$ cat src/rtl/tvc_dl_writer.sv
// tvc_dl_writer: packs the data_io download byte stream into 16-bit SDRAM word
// writes through a small word FIFO. It throttles data_io via dn_clkref and
// publishes rom_loaded / cart_valid / cas_len when a download completes.
//
// Optional feature macro: TVC_DL_CSUM_EN. When it is defined, csum is the
// 16-bit wrapping sum of the accepted bytes of the last download. When it is
// undefined, csum is tied to zero.
//
// Ports
//   clk_sys, res_n          clock, asynchronous active-low reset
//   dn_go/dn_wr/dn_addr/    download handshake from data_io
//   dn_data/dn_idx
//   dn_clkref               1 = next byte can be accepted
//   cart_unload             level, clears cart_valid
//   mem_req/mem_ack/        word write port (req held until ack)
//   mem_addr/mem_wdata/
//   mem_be
//   busy, overflow          status (overflow sticky until next download)
//   rom_loaded, cart_valid, completion flags
//   cas_len, csum
`timescale 1ns/1ps

module tvc_dl_writer #(
    parameter int unsigned FIFO_DEPTH = 4,
    parameter logic [22:0] CART_BASE  = 23'h040000,
    parameter logic [22:0] CAS_BASE   = 23'h080000
) (
    input  logic        clk_sys,
    input  logic        res_n,
    input  logic        dn_go,
    input  logic        dn_wr,
    input  logic [24:0] dn_addr,
    input  logic [7:0]  dn_data,
    input  logic [5:0]  dn_idx,
    output logic        dn_clkref,
    input  logic        cart_unload,
    output logic        mem_req,
    input  logic        mem_ack,
    output logic [22:0] mem_addr,
    output logic [15:0] mem_wdata,
    output logic [1:0]  mem_be,
    output logic        busy,
    output logic        overflow,
    output logic        rom_loaded,
    output logic        cart_valid,
    output logic [24:0] cas_len,
    output logic [15:0] csum
);

    localparam int unsigned AW = (FIFO_DEPTH > 1) ? $clog2(FIFO_DEPTH) : 1;
    localparam int unsigned CW = AW + 1;

    typedef enum logic [1:0] {S_IDLE, S_LOAD, S_FLUSH, S_DONE} state_t;

    typedef struct packed {
        logic [22:0] addr;
        logic [15:0] data;
        logic [1:0]  be;
    } word_t;

    state_t         state;
    state_t         state_nx;
    logic           go_q;
    logic           go_rise;
    logic [5:0]     idx_q;
    logic           pend_q;
    logic [7:0]     lo_q;
    logic [23:0]    paddr_q;
    logic [25:0]    max_p1_q;

    word_t          fifo_mem [FIFO_DEPTH];
    logic [AW-1:0]  wr_ptr;
    logic [AW-1:0]  rd_ptr;
    logic [AW-1:0]  rd_ptr_nx;
    logic [CW-1:0]  count;
    logic [CW-1:0]  count_nx;
    logic [CW-1:0]  avail;

    logic           pop;
    logic           push;
    word_t          push_word;
    word_t          lo_word;
    word_t          head;
    logic           pend_nx;
    logic [7:0]     lo_nx;
    logic [23:0]    paddr_nx;
    logic           accept;
    logic           drop;
    logic [22:0]    base;
    logic [22:0]    byte_waddr;
    logic [25:0]    addr_p1;
    logic           busy_nx;
    logic           clkref_nx;

    assign go_rise    = dn_go & ~go_q;
    assign pop        = mem_req & mem_ack;
    // Slots usable this cycle: a word leaving on ack frees its slot for a same-cycle push.
    assign avail      = CW'(FIFO_DEPTH) - count + CW'(pop);
    assign base       = (idx_q == 6'd0) ? 23'h0 : ((idx_q == 6'd1) ? CART_BASE : CAS_BASE);
    assign byte_waddr = base + dn_addr[23:1];
    assign addr_p1    = {1'b0, dn_addr} + 26'd1;
    assign lo_word    = '{addr: base + paddr_q[22:0], data: {8'h00, lo_q}, be: 2'b01};

    // State register
    always_ff @(posedge clk_sys or negedge res_n) begin
        if (!res_n) state <= S_IDLE;
        else        state <= state_nx;
    end

    // Next-state logic
    always_comb begin
        state_nx = state;
        case (state)
            S_IDLE:  if (go_rise) state_nx = S_LOAD;
            S_LOAD:  if (!dn_go) state_nx = S_FLUSH;
            S_FLUSH: if ((count == '0) && !mem_req && !pend_q) state_nx = S_DONE;
            S_DONE:  state_nx = S_IDLE;
            default: state_nx = S_IDLE;
        endcase
    end

    // Output logic (values registered below)
    always_comb begin
        busy_nx   = (state_nx != S_IDLE);
        clkref_nx = 1'b0;
        case (state_nx)
            S_IDLE:  clkref_nx = 1'b1;
            S_LOAD:  clkref_nx = ((CW'(FIFO_DEPTH) - count_nx) >= CW'(2));
            default: clkref_nx = 1'b0;
        endcase
    end

    // Byte packing: decides push, pending-byte update, accept/drop
    always_comb begin
        push      = 1'b0;
        push_word = '0;
        pend_nx   = pend_q;
        lo_nx     = lo_q;
        paddr_nx  = paddr_q;
        accept    = 1'b0;
        drop      = 1'b0;
        if (state == S_IDLE) begin
            if (go_rise) pend_nx = 1'b0;
        end else if ((state == S_LOAD) && dn_wr) begin
            if (!dn_addr[0]) begin
                if (!pend_q) begin
                    pend_nx  = 1'b1;
                    lo_nx    = dn_data;
                    paddr_nx = dn_addr[24:1];
                    accept   = 1'b1;
                end else if (avail >= CW'(2)) begin
                    push      = 1'b1;
                    push_word = lo_word;
                    lo_nx     = dn_data;
                    paddr_nx  = dn_addr[24:1];
                    accept    = 1'b1;
                end else if (avail != '0) begin
                    // Old even byte still goes out; the new one has no guaranteed room.
                    push      = 1'b1;
                    push_word = lo_word;
                    pend_nx   = 1'b0;
                    drop      = 1'b1;
                end else begin
                    drop = 1'b1;
                end
            end else if (pend_q && (dn_addr[24:1] == paddr_q)) begin
                if (avail != '0) begin
                    push      = 1'b1;
                    push_word = '{addr: lo_word.addr, data: {dn_data, lo_q}, be: 2'b11};
                    pend_nx   = 1'b0;
                    accept    = 1'b1;
                end else begin
                    drop = 1'b1;
                end
            end else begin
                if (avail != '0) begin
                    push      = 1'b1;
                    push_word = '{addr: byte_waddr, data: {dn_data, 8'h00}, be: 2'b10};
                    accept    = 1'b1;
                end else begin
                    drop = 1'b1;
                end
            end
        end else if ((state == S_FLUSH) && pend_q && (avail != '0)) begin
            push      = 1'b1;
            push_word = lo_word;
            pend_nx   = 1'b0;
        end
    end

    // Post-update FIFO head; bypasses the pushed word when the FIFO would be empty
    always_comb begin
        rd_ptr_nx = rd_ptr + AW'(pop);
        count_nx  = count - CW'(pop) + CW'(push);
        head      = fifo_mem[rd_ptr_nx];
        if ((count - CW'(pop)) == '0) head = push_word;
    end

    // FIFO storage
    always_ff @(posedge clk_sys) begin
        if (push) fifo_mem[wr_ptr] <= push_word;
    end

    // Datapath, memory port and status registers
    always_ff @(posedge clk_sys or negedge res_n) begin
        if (!res_n) begin
            go_q       <= 1'b0;
            idx_q      <= '0;
            pend_q     <= 1'b0;
            lo_q       <= '0;
            paddr_q    <= '0;
            max_p1_q   <= '0;
            wr_ptr     <= '0;
            rd_ptr     <= '0;
            count      <= '0;
            mem_req    <= 1'b0;
            mem_addr   <= '0;
            mem_wdata  <= '0;
            mem_be     <= '0;
            dn_clkref  <= 1'b1;
            busy       <= 1'b0;
            overflow   <= 1'b0;
            rom_loaded <= 1'b0;
            cart_valid <= 1'b0;
            cas_len    <= '0;
        end else begin
            go_q      <= dn_go;
            pend_q    <= pend_nx;
            lo_q      <= lo_nx;
            paddr_q   <= paddr_nx;
            rd_ptr    <= rd_ptr_nx;
            count     <= count_nx;
            busy      <= busy_nx;
            dn_clkref <= clkref_nx;
            if (push) wr_ptr <= wr_ptr + AW'(1);

            mem_req <= (count_nx != '0);
            if (count_nx != '0) begin
                mem_addr  <= head.addr;
                mem_wdata <= head.data;
                mem_be    <= head.be;
            end

            if ((state == S_IDLE) && go_rise) begin
                idx_q    <= dn_idx;
                overflow <= 1'b0;
                max_p1_q <= '0;
            end else begin
                if (drop) overflow <= 1'b1;
                if (accept && (addr_p1 > max_p1_q)) max_p1_q <= addr_p1;
            end

            if ((state == S_DONE) && (idx_q == 6'd0)) rom_loaded <= 1'b1;
            if ((state == S_DONE) && (idx_q >= 6'd2)) cas_len <= max_p1_q[24:0];
            // Completion of a cartridge download wins over a concurrent unload.
            if ((state == S_DONE) && (idx_q == 6'd1)) cart_valid <= 1'b1;
            else if (cart_unload)                     cart_valid <= 1'b0;
        end
    end

`ifdef TVC_DL_CSUM_EN
    // Running byte sum of the current download
    always_ff @(posedge clk_sys or negedge res_n) begin
        if (!res_n)                         csum <= '0;
        else if ((state == S_IDLE) && go_rise) csum <= '0;
        else if (accept)                    csum <= csum + {8'h00, dn_data};
    end
`else
    assign csum = 16'h0000;
`endif

endmodule
$ cat config.mk
export PLATFORM = sky130hd
export DESIGN_NAME = tvc_dl_writer
export DESIGN_NICKNAME = d
export VERILOG_FILES = /design/src/rtl/tvc_dl_writer.sv
export SDC_FILE = /design/constraint.sdc
export NUM_CORES = 1
export LEC_CHECK = 0
export CORE_MARGIN = 3
export CORE_UTILIZATION = 50
export DETAILED_ROUTE_END_ITERATION = 16
export PLACE_DENSITY = 0.71
export SYNTH_ARGS = -nofsm -noshare
export SYNTH_HDL_FRONTEND = slang
export SYNTH_SLANG_ARGS = --single-unit
$ cat constraint.sdc
create_clock -name clk_sys -period 6.8 [get_ports clk_sys]
set_clock_uncertainty 0.1 [all_clocks]
set_input_delay 1.36 -clock clk_sys [delete_from_list [all_inputs] [get_ports clk_sys]]
set_output_delay 1.36 -clock clk_sys [all_outputs]
set_load 0.005 [all_outputs]
# Word level (Yosys, flattened, before mapping)
# Memories as Yosys holds them, arrays and structs flattened.
# Index checks and enable logic that the tools add are counted.
# word_totals
inputBits,45
elab_cells,134
mem_bits_rw,164
reg_bits,147
mem_count,1
# op_classes
addsub,10
n_reduce_logical,27
n_eq_ne,10
order_cmp,4
n_bitwise,5
mux,57
# mem_list
name,depth,word_bits,rd,rd_clocked_by_memory_dff,wr,line_no,source
fifo_mem,4,41,1,0,1,71,word_t fifo_mem [FIFO_DEPTH];
# ops
op,n
$mux W41,11
$mux W26,2
$mux W24,2
$add A20 B23 Y23,2
$mux W20,2
$mux W1,33
$add A25 B1 Y26 const B,1
$gt A26 B26 Y1,1
$eq A24 B24 Y1,1
$mux W8,2
$logic_and A1 B1 Y1,11
$reduce_bool A3 Y1,3
$ne A4 B2 Y1 const B,2
$pmux W2 S4,1
$reduce_and A4 Y1,2
$reduce_bool A2 Y1,4
$add A3 B1 Y3,2
$eq A6 B1 Y1 const B,1
$ge A3 B2 Y1 const B,2
$ge A6 B2 Y1 const B,1
$logic_not A3 Y1,2
$logic_not A6 Y1,1
$mux W2,3
$sub A3 B3 Y3 const A,2
other kinds (12),19

# Logic depth before layout (Yosys ltp)
# depth
ltp_word,13
ltp_mapped,17
mapped_depth_nobuf,15

# Least setup slack after synthesis
# Ideal clock, no wire load.
# synth_timing
kind,input -> register
start,input dn_addr[2]
end,register max_p1_q[10]
path_buffers,2
stages,14
setup_ps,125
setup_slack_ps,1943
t_arrival_ps,4632
cell_sequence,clkbuf_1 > nand3_1 > nor4_2 > nand3_1 > nor2_1 > xor2_1 > ha_1 > nand4_1 > nor4_2 > nand4_1 > or4_4 > o221ai_4 > buf_12 > mux2_4
# synth_between
elab_chain_cells,4
# synth_lines
element,line_no,source
start: declaration,32,"input logic [24:0] dn_addr,"
$add A25 B1 Y26 (*),101,"assign addr_p1 = {1'b0, dn_addr} + 26'd1;"
$gt A26 B26 Y1,250,if (accept && (addr_p1 > max_p1_q)) max_p1_q <= addr_p1;
$logic_and A1 B1 Y1,250,
$reduce_bool A2 Y1 (no line),n/a,
end signal: assignment,250,
end: declaration,69,logic [25:0] max_p1_q;
# Mark *: on every way between the ends. The rest lies on a longest branch, timed or not. The select of a mux whose other input is x is not followed.
# A chain may end at the register's enable or synchronous reset.

# Worst setup path in the final report
# layout_timing
start,input dn_addr[1]
end,register max_p1_q[3]
# The elaborated chain is that of the path after synthesis.

==> qor.yml <==
fin_util: 0.6033
fin_hold_ws_ns: 0.3768
grt_pass1_wl_um: 52300
cts_setup_buffers: 0
drive_above_1_share: 0.1711
outcome: "finished clean"
final.setup.tns_ns: 0
die_x_um: 176.1
tightest_slew_ns: 0.9712
ir_worst_vdd_v: 0.0002503
p_total_uw: 7517
cap_viol_max_count: 0
port_buffers: 116
antenna_found_initial: 1
cts_tree: "done"
crit_slowest_cell: "clkdlybuf4s50_1"
async_flop_share: 0.4727
ant_nets: 0
viasPerCell: 5.687
synth.area.top_cells: "edfxtp_1, dfrtp_1, mux4_2"
path_common_cell: "nand4_1"
synth_cells: 1063
min_to: "cas_len[3]$_DFFE_PN0P_"
postCtsHoldBufs: 0
setup_violations: 0
grt_max_degree: 93
wl_um: 32550
firstDrtPassIters: 5
rr_startpoint: "mem_req$_DFF_PN0_"
r2r-end: "mem_wdata[2]$_DFFE_PN0P_"
num_vias: 8969
crit_chain: "clkdlybuf4s50_1 -> ha_1 -> nand4_1 -> nor3_2 -> nand4_1 -> xnor2_1 -> ha_1 -> nand4_2 -> nor4_2 -> nand4_1 -> or4_4 -> o221ai_4 -> buf_4 -> mux2_2"
maxSlewHeadroom: 0.3507
synth.distinct_cells: 64
gp_congestion: 0.8328
cts.repair.resized: 0
critPathRequiredTime_ns: 7.09
finalCritPeriodShare: 0.8177
internal_power_uw: 5012
p_seq_frac: 0.375
sw_frac_of_total: 0.3332
clk_pin_slew_ns: 0.06
arrival_ns: 5.85
grt_util_all_layers: 0.2150
place_inst: 1515
ys_warn_count: 0
powerDensity_nw_per_um2: 442.4
cts_buffer_depth: 3
rsz0062_at_grt: "no"
worstSetupPathType: "in -> reg"
combPwrFrac: 0.397
synth_top_area_cell: "edfxtp_1"
dieHeight_um: 176.1
p_sw_uw: 2504
ys.flop_type: "edfxtp_1"
die_area_um2: 31000
drc_errors: 0
core_region_area_um2: 28160
syn2layout_area_growth_pct: 17.47
clock_latency_ns: 0.51
initial_core_util: 0.5136
clkPwrFrac: 0.228
report.final.slew_viol_count: 0
synth_enable_flop_cells: 164
wire_per_inst_um: 20.64
drt_iter0_markers: 712
critical_path.startpoint_type: "input pin"
period_minus_slack_ns: 5.560
stdcell_count: 1577
max_freq_mhz: 179.9
hpwlAfterDp_um: 21450
ios: 133
min-delay-path-class: "reg -> reg"
synth_common_cells: "edfxtp_1, dfrtp_1, nand2_1"
grt_pass1_vias: 9190
holdPathStages: 2
synth_top_area_frac: 0.3405
p_leak_uw: 0.006858
synth_seq_area_share: 0.5949
h-tree-depth: 2
synth_area_per_cell_um2: 13.61
path_max_fanout: 12
crit_path_end_kind: "flop"
fillers: 2187
clock-sinks: 311
hold_viol_final: 0
fin_nets: 1264
num_rows: 61
numCtsBuffers: 34
synth-seq-cells: 311
syn_area_um2: 14460
hold_start: "cas_len[3]$_DFFE_PN0P_"
slowest_delay_ns: 0.60
grt-ovfl-total: 0
yosysMostFrequentCell: "edfxtp_1"
reg2reg_slack_ns: 2.75
root_buffer: "clkbuf_16"
r2r_cells: 15
registers in the layout, indices dropped and copies added (netlist names), 2 cells and up:
name and count:
mem_addr 23, count 3, paddr_q 24, cas_len 25, mem_be 2, max_p1_q 26
rd_ptr 2, state 2, fifo_mem 164, mem_wdata 16, idx_q 6, wr_ptr 2
lo_q 8
stage by stage:
stage / worst slack [ns] / cell area [µm²]
2_1_floorplan: 1.943 / 14520
3_3_place_gp: 0.9157 / 15950
3_5_place_dp: 0.7938 / 15950
4_1_cts: 1.325 / 16990
5_1_grt: 1.014 / 16990
6_report: 1.240 / 16990
worst max-delay path by stage:
stage / start / end / cells past startpoint
2_1_floorplan: dn_addr[2] / max_p1_q[10]$_DFFE_PN0P_ / 14
3_3_place_gp: dn_addr[1] / max_p1_q[3]$_DFFE_PN0P_ / 14
3_5_place_dp: dn_addr[1] / max_p1_q[3]$_DFFE_PN0P_ / 14
4_1_cts: dn_addr[1] / max_p1_q[3]$_DFFE_PN0P_ / 14
5_1_grt: dn_addr[1] / max_p1_q[3]$_DFFE_PN0P_ / 14
6_report: dn_addr[1] / max_p1_q[3]$_DFFE_PN0P_ / 14
worst max-delay path: cells and delay by family:
| family | cells | cell delay (ns) |
|---|---|---|
| AOI/OAI and AO/OA | 1 | 0.17 |
| xor gates and xnor gates | 1 | 0.19 |
| adders and majority gates | 2 | 0.58 |
| buffers and inverters | 2 | 0.94 |
| muxes | 1 | 0.36 |
| and+or+nand+nor | 7 | 2.24 |
final cells by class:
| type | count | area, µm² | area share |
|---|---|---|---|
| sequential | 311 | 8605 | 0.5064 |
| multi-input combinational | 635 | 5349 | 0.3148 |
| timing repair buffer | 137 | 1320 | 0.07769 |
| clock buffer | 46 | 947.2 | 0.05575 |
| tap | 378 | 473.0 | 0.02784 |
| inverter | 54 | 202.7 | 0.01193 |
| clock inverter | 15 | 91.34 | 0.005376 |
| antenna | 1 | 2.502 | 0.0001473 |
routing by layer:
metal  track usage  wire length (µm)
met1        0.3185             14880
met2        0.3318             14960
met3       0.03656              1891
met4       0.05939               822
met5             0                 0
cells in the final DEF (no fill, tap or decap), types with 24 or more instances in the layout:
cell type / instances
a21oi_1: 25
nor2_1: 50
and2_1: 34
xnor2_1: 24
mux4_2: 41
mux2_2: 36
nand2_1: 66
ha_1: 42
inv_1: 52
xor2_1: 33
dfrtp_1: 146
clkdlybuf4s50_1: 115
o21ai_0: 55
clkbuf_16: 35
edfxtp_1: 164
power groups by stage:
stage                     Sequential [µW]  Combinational (µW)  Clock, µW
after floorplan                      2790                1980          0
after CTS                            2820                3030       1750
after global routing                 2870                3300       1820
after global placement               2830                2940          0
final                                2820                2990       1710
after detailed placement             2840                3010          0
logic make-up after synthesis:
group / synth area share
other: 0.0002593
buffers and inverters: 0.04196
DFF: 0.5949
adders and majority gates: 0.04083
muxes: 0.1189
and+or+nand+nor: 0.07699
xor gates and xnor gates: 0.03512
AOI/OAI and AO/OA: 0.09100
(Power assumes the default switching activity.)
